[src/rtl/sva_req_initiator.sv]
// sva_req_initiator: antecedent/consequent handshake initiator with bounded response window.
// Define SVA_REQ_INITIATOR_ASSERT_EN to compile in the embedded protocol assertions.
module sva_req_initiator #(
  parameter int TIMEOUT = 4,
  parameter int CNT_W   = 8
) (
  input  logic             clk,
  input  logic             reset,
  input  logic             start,
  input  logic             consequent,
  output logic             antecedent,
  output logic             busy,
  output logic             done,
  output logic             timeout,
  output logic             spurious,
  output logic [CNT_W-1:0] ok_count,
  output logic [CNT_W-1:0] err_count
);
  localparam int WW = $clog2(TIMEOUT + 1);
  localparam logic [WW-1:0] TMO = WW'(TIMEOUT);
  typedef enum logic [1:0] {IDLE, REQ, WAIT} state_t;
  state_t           state_q, state_d;
  logic [WW-1:0]    wcnt_q, wcnt_d;
  logic             ante_q, ante_d, done_q, done_d, to_q, to_d, sp_q, sp_d;
  logic [CNT_W-1:0] ok_q, ok_d, err_q, err_d;
  always_comb begin
    state_d = state_q;
    wcnt_d  = wcnt_q;
    done_d  = 1'b0;
    to_d    = 1'b0;
    sp_d    = 1'b0;
    case (state_q)
      IDLE: if (start) state_d = REQ; else sp_d = consequent;
      REQ: begin
        state_d = WAIT;
        wcnt_d  = WW'(1);
      end
      WAIT: begin
        if (consequent) begin
          done_d  = 1'b1;
          state_d = IDLE;
        end else if (wcnt_q == TMO) begin
          to_d    = 1'b1;
          state_d = IDLE;
        end else wcnt_d = wcnt_q + WW'(1);
      end
      default: state_d = IDLE;
    endcase
    ante_d = state_d == REQ;
    ok_d   = (done_d && ok_q != '1) ? ok_q + CNT_W'(1) : ok_q;
    err_d  = ((to_d || sp_d) && err_q != '1) ? err_q + CNT_W'(1) : err_q;
  end
  always_ff @(posedge clk) begin
    if (reset) begin
      state_q <= IDLE;
      wcnt_q  <= '0;
      ante_q  <= 1'b0;
      done_q  <= 1'b0;
      to_q    <= 1'b0;
      sp_q    <= 1'b0;
      ok_q    <= '0;
      err_q   <= '0;
    end else begin
      state_q <= state_d;
      wcnt_q  <= wcnt_d;
      ante_q  <= ante_d;
      done_q  <= done_d;
      to_q    <= to_d;
      sp_q    <= sp_d;
      ok_q    <= ok_d;
      err_q   <= err_d;
    end
  end
  assign antecedent = ante_q;
  assign busy       = state_q != IDLE;
  assign done       = done_q;
  assign timeout    = to_q;
  assign spurious   = sp_q;
  assign ok_count   = ok_q;
  assign err_count  = err_q;
`ifdef SVA_REQ_INITIATOR_ASSERT_EN
  a_ante_pulse: assert property (@(posedge clk) disable iff (reset) antecedent |=> !antecedent)
    else $error("a_ante_pulse ok=%0d err=%0d", $sampled(ok_count), $sampled(err_count));
  a_onehot: assert property (@(posedge clk) disable iff (reset) $onehot0({done, timeout, spurious}))
    else $error("a_onehot ok=%0d err=%0d", $sampled(ok_count), $sampled(err_count));
  a_done_idle: assert property (@(posedge clk) disable iff (reset) done |-> !busy)
    else $error("a_done_idle ok=%0d err=%0d", $sampled(ok_count), $sampled(err_count));
  a_ante_busy: assert property (@(posedge clk) disable iff (reset) antecedent |=> busy)
    else $error("a_ante_busy ok=%0d err=%0d", $sampled(ok_count), $sampled(err_count));
  a_start_ign: assert property (@(posedge clk) disable iff (reset) busy && !antecedent |-> !start || busy)
    else $error("a_start_ign ok=%0d err=%0d", $sampled(ok_count), $sampled(err_count));
`endif
endmodule

[config.mk]
export PLATFORM = sky130hd
export DESIGN_NAME = sva_req_initiator
export DESIGN_NICKNAME = d
export VERILOG_FILES = /design/src/rtl/sva_req_initiator.sv
export SDC_FILE = /design/constraint.sdc
export NUM_CORES = 1
export LEC_CHECK = 0
export CAP_MARGIN = 20
export CORE_ASPECT_RATIO = 0.75
export CORE_MARGIN = 8
export CORE_UTILIZATION = 44
export DETAILED_ROUTE_END_ITERATION = 7
export GPL_TIMING_DRIVEN = 0
export PLACE_DENSITY = 0.78
export SYNTH_ARGS = -nofsm -noshare
export SYNTH_HDL_FRONTEND = slang
export SYNTH_SLANG_ARGS = --single-unit
[constraint.sdc]
create_clock -name clk -period 2.1 [get_ports clk]
set_clock_uncertainty 0.2 [all_clocks]
set_input_delay 0.63 -clock clk [delete_from_list [all_inputs] [get_ports clk]]
set_output_delay 0.63 -clock clk [all_outputs]
set_load 0.01 [all_outputs]
==> flow_summary.toml, run 1 <==
[sta]
fmax_mhz = 488
setup_viol = 0
worst_pin_slew_ns = 0.511
slew_headroom = 0.655
slew_viol_final = 0
period_minus_slack_ns = 2.05
grt_setup_unrepaired = "no"
fin_crit_sh = 0.975
hold_viol_final = 0

[die]
initial_core_util = 0.449
die-area_um2 = 4500
rows = 16
coreArea_um2 = 2540
io_pins = 25
die_x_um = 74.8
die_h_um = 60.1

[cts]
cts.sinks = 25
cts_buffer_depth = 2
cts_inserted_buffers = 3
h-tree-depth = 1
clk_pin_slew_ns = 0.13
holdBufCountCts = 0
tritoncts = "built"
clock_latency_ns = 0.32
ctsRootBufferMaster = "clkbuf_4"

[place]
place.gp.congestion = 0.805
placed_cell_area_um2 = 1420
dp_hpwl_um = 1840
dp_cells = 185
portBuffers = 23

[finish]
layout_common_cells = "nor2_1, dfxtp_2, dlymetal6s2s_1, dfxtp_1, a21oi_1"
antenna_cells = 0
layout-drive-gt1-share = 0.183
nFillCells = 237
nNetsFinal = 162
area_growth_pct = 31.9
fin_cells = 189
postLayoutCellArea_um2 = 1510

[detailed_routing]
vias = 1011
route.detailed.drc = 0
wire_per_inst_um = 13.2
wl_met1_um = 1110
wl_um = 2500
highest-signal-layer = "met4"
wl_met3_um = 150
drt_iter0_markers = 76
viasPerCell = 5.35
ant_nets = 0
routed-wl-met2_um = 1230
first_pass_iters = 6

[synth]
synth_area_per_cell_um2 = 9.06
synth.yosys.warnings = 0
syn-cell-area_um2 = 1140
synth_top_area_share = 0.439
synth_top_cell_by_area = "dfxtp_1"
synth_area_leaders = "dfxtp_1, xor2_1, a21oi_1"
ys_seq_elements = 25
synth_cells = 126
syn-num-nets = 134
synth_cell_types = 34
synth-seq-area-share = 0.439

[setup_path]
critPathCaptureType = "register"
criticalPathCategory = "input pin to register"
start_kind = "input pin"
arrival_ns = 2.11
crit_fanout = 4
cp_data_required_time_ns = 2.16
r2r_slack_ns = 0.23

[power]
cellPowerDensity_nw_per_um2 = 510
p_clk_frac = 0.279
p_sw_mw = 0.186
switching_share = 0.243
p_seq_frac = 0.636
p_leak_nw = 0.767
peakVddDrop_mv = 0.303
p_int_mw = 0.582
p_comb_frac = 0.085

[global_route]
grt_max_degree = 15
antenna_found_initial = 0
grt_pass1_wl_um = 4310
grt_pass1_vias = 991
grt.overflow.total = 0
gr-usage-all-layers = 0.121

[status]
status = "finished clean"

[min_path]
hp-class = "register to register"

[job]
maxCapViolCount = 0
==> worst max-delay path, stage by stage <==
cell and delay, ns:
clkdlybuf4s15_1 0.21, or3b_4 0.41, a21o_1 0.23, or4_4 0.52
a21oi_2 0.11
==> sequential cells by signal (all words and copies together) (netlist names) <==
register,count
antecedent,1
ok_count,8
spurious,1
done,1
timeout,1
err_count,8
wcnt_q,3
state_q,2
==> layer usage <==
layer / vias to the layer above / GRT usage
met5: - / 0
met4: 0 / 0.0333
met3: 2 / 0.0436
met2: 17 / 0.201
met1: 475 / 0.141
li1: 517 / -
==> per-stage QoR <==
stage                      util  TNS [ns]  hold slack [ns]  total power, mW  setup slack [ns]
final                     0.592         0            0.309            0.768            0.0519
after global routing      0.592         0            0.350            0.813            0.0163
after CTS                 0.574   -0.0552            0.306            0.777           -0.0552
after detailed placement  0.557     -6.88            0.300            0.569            -0.619
after global placement    0.557     -6.36            0.286            0.566            -0.594
after floorplan               -         0            0.268            0.540            0.0319
==> cells by family (layout without fill, tap and decap cells) <==
family | after synthesis | in the layout | synth area share
AND/OR/NAND/NOR | 54 | 54 | 0.279
multiplexers | 3 | 3 | 0.0263
flip-flops | 25 | 25 | 0.439
buffers and inverters | 7 | 34 | 0.0241
adder cells (fa/ha/maj) | 4 | 4 | 0.0439
XOR/XNOR | 6 | 6 | 0.0461
AO/OA/AOI/OAI | 27 | 27 | 0.143
==> power groups by stage <==
| stage | registers (mW) | clock network, mW | logic, mW |
|---|---|---|---|
| final | 0.488 | 0.214 | 0.0655 |
| after global routing | 0.490 | 0.250 | 0.0734 |
| after CTS | 0.489 | 0.222 | 0.0649 |
| after detailed placement | 0.502 | 0 | 0.0672 |
| after global placement | 0.501 | 0 | 0.0649 |
| after floorplan | 0.503 | 0 | 0.0367 |
==> area by class of cell <==
cell class | instances | area [µm²] | area share
clock inverters | 1 | 5.00 | 0.00333
inverters | 2 | 7.51 | 0.00499
flip-flops and latches | 25 | 531 | 0.352
well taps | 36 | 45.0 | 0.0299
clock buffers | 3 | 22.5 | 0.0150
repair buffers | 23 | 241 | 0.160
multi-input cells | 94 | 627 | 0.416
plain buffers | 5 | 26.3 | 0.0175
==> synth_stat cells, drive strengths merged <==
library cell  count
o31ai             3
buf               1
and3              5
and2              1
a21o              1
or3b              1
a21oi            10
nand2             3
nand3             5
or4               3
nor3              2
xor2              6
nor3b             4
and3b             2
and4b             1
nor4b             1
clkbuf            4
a32oi             1
nand4b            1
o21ai             7
dfxtp            25
nand2b            3
or3               4
nor2             12
ha                4
or2               1
a211oi            1
nor2b             1
nand4             3
o211ai            3
and2b             1
inv               2
o2111ai           1
mux2i             3
==> timing repair <==
item                       in CTS  in global routing
setup buffers                   0                  0
setup endpoints to repair      25                 17
resized for setup              26                 24
pin swaps                       2                  2
==> final timing paths <==
path | from | endpoint | depth (start not counted)
min reg2reg | err_count[5] | err_count[5] | 2
min | err_count[5] | err_count[5] | 2
max reg2reg | state_q[1] | err_count[4] | 4
max | start | err_count[4] | 5
Note: power is estimated with default switching activity, not from simulation.
==> run 2: changes to the inputs <==
--- a/config.mk
+++ b/config.mk
@@ -8,10 +8,10 @@
 export CAP_MARGIN = 20
 export CORE_ASPECT_RATIO = 0.75
 export CORE_MARGIN = 8
-export CORE_UTILIZATION = 44
+export CORE_UTILIZATION = 52
 export DETAILED_ROUTE_END_ITERATION = 7
 export GPL_TIMING_DRIVEN = 0
-export PLACE_DENSITY = 0.78
+export PLACE_DENSITY = 0.86
 export SYNTH_ARGS = -nofsm -noshare
 export SYNTH_HDL_FRONTEND = slang
 export SYNTH_SLANG_ARGS = --single-unit
==> constraint.sdc (replaced) <==
create_clock -name clk -period 2.4 [get_ports clk]
set_clock_uncertainty 0.2 [all_clocks]
set_input_delay 0.72 -clock clk [delete_from_list [all_inputs] [get_ports clk]]
set_output_delay 0.72 -clock clk [all_outputs]
set_load 0.01 [all_outputs]
==> flow_summary.toml, run 2 (same netlist as run 1, synthesis figures left out) <==
[setup_path]
cp_data_required_time_ns = 1.48
rr_endpoint = "err_count[0]"
r2r_slack_ns = 0.44
crit_fanout = 7
path_cells = "clkdlybuf4s50_1"
critPathCaptureType = "primary output"
arrival_ns = 1.39
start_kind = "register"
criticalPathCategory = "register to primary output"
regToRegStartpoint = "state_q[1]"
crit_family = "buffers and inverters"
worstRegToRegCells = 5
critical_path_buf_inv_count = 1
cp_slowest_stage_delay_ns = 0.60
critPathSlowestCell = "clkdlybuf4s50_1"

[detailed_routing]
wl_um = 2560
wire_per_inst_um = 14.4
ant_nets = 0
vias = 1019
route.detailed.drc = 0
viasPerCell = 5.76
first_pass_iters = 4
drt_iter0_markers = 55

[finish]
nFillCells = 169
postLayoutCoreUtil = 0.704
area_growth_pct = 25.4
antenna_cells = 0
regArea_um2 = 500
layout-drive-gt1-share = 0.0392
final_common_cell = "dfxtp_1"
nNetsFinal = 162
multi_input_area_um2 = 613
layout_common_cells = "dfxtp_1, clkdlybuf4s50_1, nor2_1, a21oi_1, o21ai_0"

[die]
coreArea_um2 = 2030
io_pins = 25
rows = 14
initial_core_util = 0.562
die_x_um = 70.1
die-area_um2 = 3960
die_h_um = 56.6

[cts]
h-tree-depth = 1
tritoncts = "built"
postCtsSetupRepairBufs = 0
holdBufCountCts = 0
cts.sinks = 25
ctsRootBufferMaster = "clkbuf_4"
cts_inserted_buffers = 3
clk_pin_slew_ns = 0.14
clock_latency_ns = 0.32
post_cts_resized = 2
cts_buffer_depth = 2

[power]
peakVddDrop_mv = 0.445
cellPowerDensity_nw_per_um2 = 471
p_leak_nw = 0.538

[sta]
fin_crit_sh = 0.962
hold_viol_final = 0
worst_pin_slew_ns = 0.609
fmax_mhz = 433
slew_viol_final = 0
setup_viol = 0
grt_setup_unrepaired = "no"
slew_headroom = 0.590
fin_ws_ns = 0.0909
period_minus_slack_ns = 2.31

[place]
portBuffers = 23
dp_hpwl_um = 1850
place.gp.congestion = 0.876
post-place-ws_ns = -0.396

[min_path]
hold_end = "err_count[1]"
hp-class = "register to register"
worstHoldPathCells = 2
hp-start = "err_count[1]"

[global_route]
grt_pass1_wl_um = 4280
grt_max_degree = 15
grt.overflow.total = 0
gr-usage-all-layers = 0.127
antenna_found_initial = 0
grt_pass1_vias = 912

[job]
maxCapViolCount = 0

[status]
status = "finished clean"
-- run 2: cell count changes in the layout (fill, tap and decap cells not counted), sizes merged --
cell	previous run	this run
buf	1	0
clkbuf	9	8
clkdlybuf4s15	1	0
clkdlybuf4s50	4	20
dlygate4sd2	5	2
dlymetal6s2s	11	1
-- run 2: layout make-up --
class | instances | area share
Clock buffer | 3 | 0.0157
Clock inverter | 1 | 0.00350
Inverter | 2 | 0.00524
Timing Repair Buffer | 23 | 0.161
Buffer | 5 | 0.0157
Multi-Input combinational cell | 94 | 0.428
Tap cell | 24 | 0.0210
Sequential cell | 25 | 0.350
-- run 2: how the worst max path moves through the flow --
stage / cells past startpoint / startpoint / to / slack (ns)
2_1_floorplan: 4 / start / err_count[4] / 0.24
3_3_place_gp: 6 / consequent / err_count[0] / -0.38
3_5_place_dp: 6 / consequent / err_count[0] / -0.40
4_1_cts: 6 / start / err_count[0] / 0.004
5_1_grt: 1 / err_count[3] / err_count[3] / 0.04
6_report: 1 / err_count[3] / err_count[3] / 0.09
-- run 2: power by group --
part / total [mW] / internal [mW] / switching [mW]
registers: 0.430 / 0.423 / 0.00720
clock network: 0.187 / 0.0625 / 0.125
logic: 0.0568 / 0.0267 / 0.0301
total: 0.674 / 0.512 / 0.162
-- run 2: stage by stage --
stage / cell area (µm²) / hold WS [ns] / power (mW) / cells / TNS (ns)
6_report: 1430 / 0.318 / 0.674 / 177 / 0
5_1_grt: 1430 / 0.334 / 0.700 / 177 / 0
4_1_cts: 1430 / 0.325 / 0.683 / 177 / 0
3_5_place_dp: 1400 / 0.304 / 0.497 / 173 / -2.71
3_3_place_gp: 1400 / 0.285 / 0.496 / 173 / -2.60
2_1_floorplan: 1140 / 0.268 / 0.472 / 126 / 0
-- run 2: per-layer routing --
metal | global-route usage | part of all wire
met1 | 0.157 | 0.49
met2 | 0.192 | 0.43
met3 | 0.0614 | 0.072
met4 | 0.0343 | 0.0090
met5 | 0 | 0
